===== config.mk =====
export PLATFORM = sky130hd
export DESIGN_NAME = manchester_tx
export DESIGN_NICKNAME = d
export VERILOG_FILES = /design/src/rtl/manchester_tx.sv
export SDC_FILE = /design/constraint.sdc
export NUM_CORES = 1
export LEC_CHECK = 0
export BUFFER_PORTS_ARGS = -buffer_cell sky130_fd_sc_hd__buf_2
export CORE_UTILIZATION = 30
export CTS_CLUSTER_SIZE = 25
export DETAILED_ROUTE_END_ITERATION = 10
export GPL_ROUTABILITY_DRIVEN = 1
export PLACE_DENSITY = 0.56
export SKIP_LAST_GASP = 1
export SYNTH_ARGS = -nofsm -noshare
export SYNTH_HDL_FRONTEND = slang
export SYNTH_SLANG_ARGS = --single-unit
export TNS_END_PERCENT = 30

===== constraint.sdc =====
create_clock -name i_clk -period 2.2 [get_ports i_clk]
set_input_delay 0.33 -clock i_clk [delete_from_list [all_inputs] [get_ports i_clk]]
set_output_delay 0.33 -clock i_clk [all_outputs]
set_load 0.05 [all_outputs]

===== src/rtl/manchester_tx.sv =====
// rtl/manchester_tx.sv - Manchester (IEEE 802.3) framed byte transmitter
// Preamble + payload bytes per frame, one-entry holding register, forced idle gap.
module manchester_tx #(
  parameter int unsigned SPC       = 4,
  parameter int unsigned PRE_LEN   = 16,
  parameter logic [31:0] PREAMBLE  = 32'h0000_F0B5,
  parameter int unsigned GAP_CHIPS = 8
) (
  input  logic              i_clk,
  input  logic              i_rst,
  input  logic [7:0]        i_data,
  input  logic              i_valid,
  input  logic              i_last,
  output logic              o_ready,
  output logic              o_chip,
  output logic signed [1:0] o_symbol,
  output logic              o_sym_valid,
  output logic              o_busy,
  output logic              o_underrun
);

  localparam int unsigned GAP_LEN  = GAP_CHIPS * SPC;
  localparam logic [31:0] PRE_INIT = PREAMBLE << (32 - PRE_LEN);
  localparam logic [7:0]  SAMP_MAX = 8'(SPC - 1);
  localparam logic [4:0]  PRE_MAX  = 5'(PRE_LEN - 1);
  localparam logic [15:0] GAP_MAX  = 16'(GAP_LEN - 1);

  typedef enum logic [1:0] {S_IDLE, S_PRE, S_DATA, S_GAP} state_t;

  state_t      state;
  logic [7:0]  hold_data;
  logic        hold_last;
  logic        hold_full;
  logic [7:0]  shreg;
  logic        cur_last;
  logic [31:0] pre_sh;
  logic [7:0]  samp_cnt;
  logic        half;
  logic [4:0]  bit_cnt;
  logic [15:0] gap_cnt;
  logic        underrun_pend;

  logic chip_end;
  logic bit_end;
  logic cur_bit;
  logic line;

  assign chip_end = (samp_cnt == SAMP_MAX);
  assign bit_end  = chip_end && half;
  assign cur_bit  = (state == S_PRE) ? pre_sh[31] : shreg[7];
  // First half carries the complement, second half the bit itself.
  assign line     = half ? cur_bit : ~cur_bit;

  always_ff @(posedge i_clk or posedge i_rst) begin
    if (i_rst) begin
      state         <= S_IDLE;
      hold_data     <= 8'h00;
      hold_last     <= 1'b0;
      hold_full     <= 1'b0;
      shreg         <= 8'h00;
      cur_last      <= 1'b0;
      pre_sh        <= 32'h0;
      samp_cnt      <= 8'h00;
      half          <= 1'b0;
      bit_cnt       <= 5'd0;
      gap_cnt       <= 16'h0;
      underrun_pend <= 1'b0;
      o_ready       <= 1'b1;
      o_chip        <= 1'b0;
      o_symbol      <= 2'b00;
      o_sym_valid   <= 1'b0;
      o_busy        <= 1'b0;
      o_underrun    <= 1'b0;
    end else begin
      o_underrun    <= underrun_pend;
      underrun_pend <= 1'b0;

      // o_ready mirrors ~hold_full, so accept and unload never coincide.
      if (i_valid && o_ready) begin
        hold_data <= i_data;
        hold_last <= i_last;
        hold_full <= 1'b1;
        o_ready   <= 1'b0;
      end

      case (state)
        S_IDLE: begin
          if (hold_full) begin
            state  <= S_PRE;
            pre_sh <= PRE_INIT;
            o_busy <= 1'b1;
          end
        end
        S_PRE, S_DATA: begin
          if (chip_end) begin
            samp_cnt <= 8'h00;
            half     <= ~half;
          end else begin
            samp_cnt <= samp_cnt + 8'd1;
          end
          if (bit_end) begin
            if (state == S_PRE) begin
              if (bit_cnt == PRE_MAX) begin
                state     <= S_DATA;
                bit_cnt   <= 5'd0;
                shreg     <= hold_data;
                cur_last  <= hold_last;
                hold_full <= 1'b0;
                o_ready   <= 1'b1;
              end else begin
                bit_cnt <= bit_cnt + 5'd1;
                pre_sh  <= pre_sh << 1;
              end
            end else if (bit_cnt == 5'd7) begin
              bit_cnt <= 5'd0;
              if (cur_last) begin
                state   <= S_GAP;
                gap_cnt <= 16'h0;
              end else if (hold_full) begin
                shreg     <= hold_data;
                cur_last  <= hold_last;
                hold_full <= 1'b0;
                o_ready   <= 1'b1;
              end else begin
                underrun_pend <= 1'b1;
                state         <= S_GAP;
                gap_cnt       <= 16'h0;
              end
            end else begin
              bit_cnt <= bit_cnt + 5'd1;
              shreg   <= shreg << 1;
            end
          end
        end
        S_GAP: begin
          if (gap_cnt == GAP_MAX) begin
            if (hold_full) begin
              state  <= S_PRE;
              pre_sh <= PRE_INIT;
            end else begin
              state  <= S_IDLE;
              o_busy <= 1'b0;
            end
          end else begin
            gap_cnt <= gap_cnt + 16'd1;
          end
        end
      endcase

      // Line outputs are a registered image of the current state/counters.
      if (state == S_PRE || state == S_DATA) begin
        o_chip      <= line;
        o_symbol    <= {~line, 1'b1};
        o_sym_valid <= 1'b1;
      end else begin
        o_chip      <= 1'b0;
        o_symbol    <= 2'b00;
        o_sym_valid <= 1'b0;
      end
    end
  end

endmodule


==> summary.md <==
| Metric | Value |
|---|---|
| Placer congestion estimate | `approximately 0.75` |
| Post-synth EDFFs | `0` |
| Pwr Density | `around 650 nW/um2` |
| Root Buffer | `clkbuf_16` |
| Initial antenna violation count | `0` |
| Tcrit/Tclk final | `1.015` |
| Avg WL per Cell | `roughly 14 um` |
| Leakage power | `about 2.0 nW` |
| Mapped Area | `around 3700 um2` |
| CP startpoint kind | `register` |
| Final min period | `2.232 ns` |
| Most frequent cells in the layout | `dfrtp_1, o21ai_0, a21oi_1, nor2_1, nand3_1` |
| Fill cells | `1173` |
| Vias/cell | `about 5.0` |
| Synth async-reset ratio | `1.000` |
| Setup ws final | `-0.03224 ns` |
| Total vias in the final route | `2772` |
| Vias in the first global route | `2671` |
| Num ports | `19` |
| Failing checks | `negative setup slack` |
| Layout area overhead | `21.76%` |
| Worst Clk Skew | `0.007874 ns` |
| CTS clk-pin slew, worst paths | `about 0.06 ns` |
| Post-synth net total | `a little under 400` |
| #FFs+latches synth | `74` |
| CTS buffer count | `9` |
| Initial Utilization | `0.3067` |
| Final Hold Fails | `0` |
| Site Rows | `40` |
| CP Class | `reg -> reg` |
| Antenna-violating nets left | `0` |
| Insertion delay to the later sink of the worst-skew pair | `between 0.3 and 0.4 ns` |
| VDD IR max | `around 0.00032 V` |
| Highest Clock Rate | `around 450 MHz` |
| Synth Area per Inst | `about 10 um2` |
| Fin cells | `around 560` |
| Ant diodes | `0` |
| Clk buf depth | `2` |
| CTS tree | `built` |
| GRT Overall Usage | `0.1252` |
| Ys Warns | `0` |
| Status | `finished, violations left` |
| Worst slew pin tran | `between 0.5 and 0.6 ns` |
| Final setup violation count | `4` |
| Sequential area share after synthesis | `0.5051` |
| DRT Pass-1 Iters | `4` |
| Sink Count | `between 70 and 80` |
| # hold bufs at CTS | `0` |
| # placed instances | `between 500 and 600` |
| Port buffer count | `18` |
| Worst slew margin | `0.6612` |
| Top FF cell, synth | `dfrtp_1` |
| Most common cell after layout, fill and taps aside | `dfrtp_1` |
| Post-synthesis cell type count | `51` |
| Unrepaired setup endpoints after global routing | `yes` |
| CP arrival | `approximately 2.5 ns` |
| Final nets | `425` |
| End-of-flow core utilization | `0.3734` |
| Largest net degree at the start of global routing | `36` |
| Flop2flop setup slack | `-0.03 ns` |
| H-tree depth | `3` |
| Pwr Total | `between 2 and 3 mW` |
| Worst hold path class | `in -> async` |
| Core area | `11960 um2` |
| Remaining Overflow, GRT | `0` |
| HPWL after DPL | `around 5.1 mm` |
| Post-Route WL | `7.633 mm` |
| First-pass GRT wire length | `~13 mm` |
| Chip height | `roughly 110 um` |
| Die Footprint | `roughly 13000 um2` |
| Initial drt markers | `103` |
| Max-slew violations | `0` |
| Die W | `112.6 um` |
| Maxcap violations | `0` |
| CP max FO | `8` |
| DRC Markers | `0` |
| Critical path required time | `around 2.5 ns` |
| Setup crit end kind | `register` |
| Layout cells sized above 1 | `0.2304` |
| Post-Syn Instances | `between 300 and 400` |
per-stage QoR:
step / hold WS, ns / setup WS [ns] / instance area, um2 / TNS [ns]
3_5_place_dp: 0.3657 / 0.06029 / 4018 / 0
4_1_cts: 0.03652 / 0.03630 / 4320 / 0
3_3_place_gp: 0.3643 / 0.1514 / 4018 / 0
6_report: 0.02454 / -0.03224 / 4467 / -0.04923
2_1_floorplan: 0.3312 / 0.1011 / 3672 / 0
5_1_grt: 0.05605 / -0.1207 / 4467 / -1.261
power breakdown:
group,internal [mW],switching (mW),total [mW]
clock network,0.888,0.599,1.49
logic,0.0121,0.0309,0.0430
registers,1.36,0,1.36
total,2.26,0.630,2.89
kinds of logic after synthesis:
family                   Yosys count  share of synthesized area
AND/OR/NAND/NOR                  116                     0.1763
flip-flops                        74                     0.5051
multiplexers                      19                    0.05559
AO/OA/AOI/OAI                     98                     0.1613
XOR/XNOR                           7                    0.01671
buffers and inverters             42                    0.05082
adder cells (fa/ha/maj)           10                    0.03411
area by class of cell:
class                      instances  area [um2]  share of cell area
timing repair buffer              44       349.1             0.07815
sequential                        74        1854              0.4151
clock inverter                     7       77.57             0.01737
tap                              147       183.9             0.04118
clock buffer                       9       225.2             0.05042
multi-input combinational        250        1683              0.3768
inverter                          24       93.84             0.02101
path summary, 6_finish.rpt:
path | startpoint | endpoint | cells after the start
worst max-delay path | bit_cnt[0] | pre_sh[30] | 8
worst min-delay path | i_rst | state[0] | 2
worst max register to register | bit_cnt[0] | pre_sh[30] | 8
worst min register to register | underrun_pend | o_underrun | 0
max in group asynchronous | i_rst | gap_cnt[0] | 3
min in group i_clk | i_data[6] | hold_data[6] | 2
worst max-delay path: stages, from the launching register on:
cell	delay, ns
dfrtp_1	0.43
ha_4	0.19
and3_4	0.19
ha_4	0.15
nand4b_1	0.23
a221oi_4	0.54
clkbuf_16	0.25
nor2_2	0.04
a31oi_1	0.13
cells in the mapped netlist (all sizes together), types with 7 or more instances:
cell,n,area [um2]
nor3,9,61.31
clkbuf,7,26.28
nor2,31,116.4
nand2,21,78.83
buf,11,70.06
nand3,22,110.1
a31oi,13,81.33
o21ai,33,165.2
ha,10,125.1
a21oi,28,140.1
mux2,11,123.9
inv,24,90.09
mux2i,8,80.08
dfrtp,73,1827
o31ai,8,60.06
timing repair:
action / CTS / global route
setup buffers: 0 / 4
setup endpoints to repair: 0 / 16
gates resized for setup: 0 / 17
registers in the layout (all words and copies together) (netlist names), 2 cells and up:
signal,flops
bit_cnt,5
gap_cnt,16
hold_data,8
o_symbol,2
pre_sh,16
samp_cnt,8
shreg,8
state,2
layer usage:
metal / track usage / routed length, um / vias to the layer above / part of all wire
li1: - / - / 1383 / -
met3: 0.02160 / 166 / 13 / 0.022
met4: 0.06667 / 161 / 0 / 0.021
met2: 0.2000 / 3612 / 35 / 0.47
met1: 0.1623 / 3692 / 1341 / 0.48
met5: 0 / 0 / - / 0
Power figures use the tool's default switching activity.
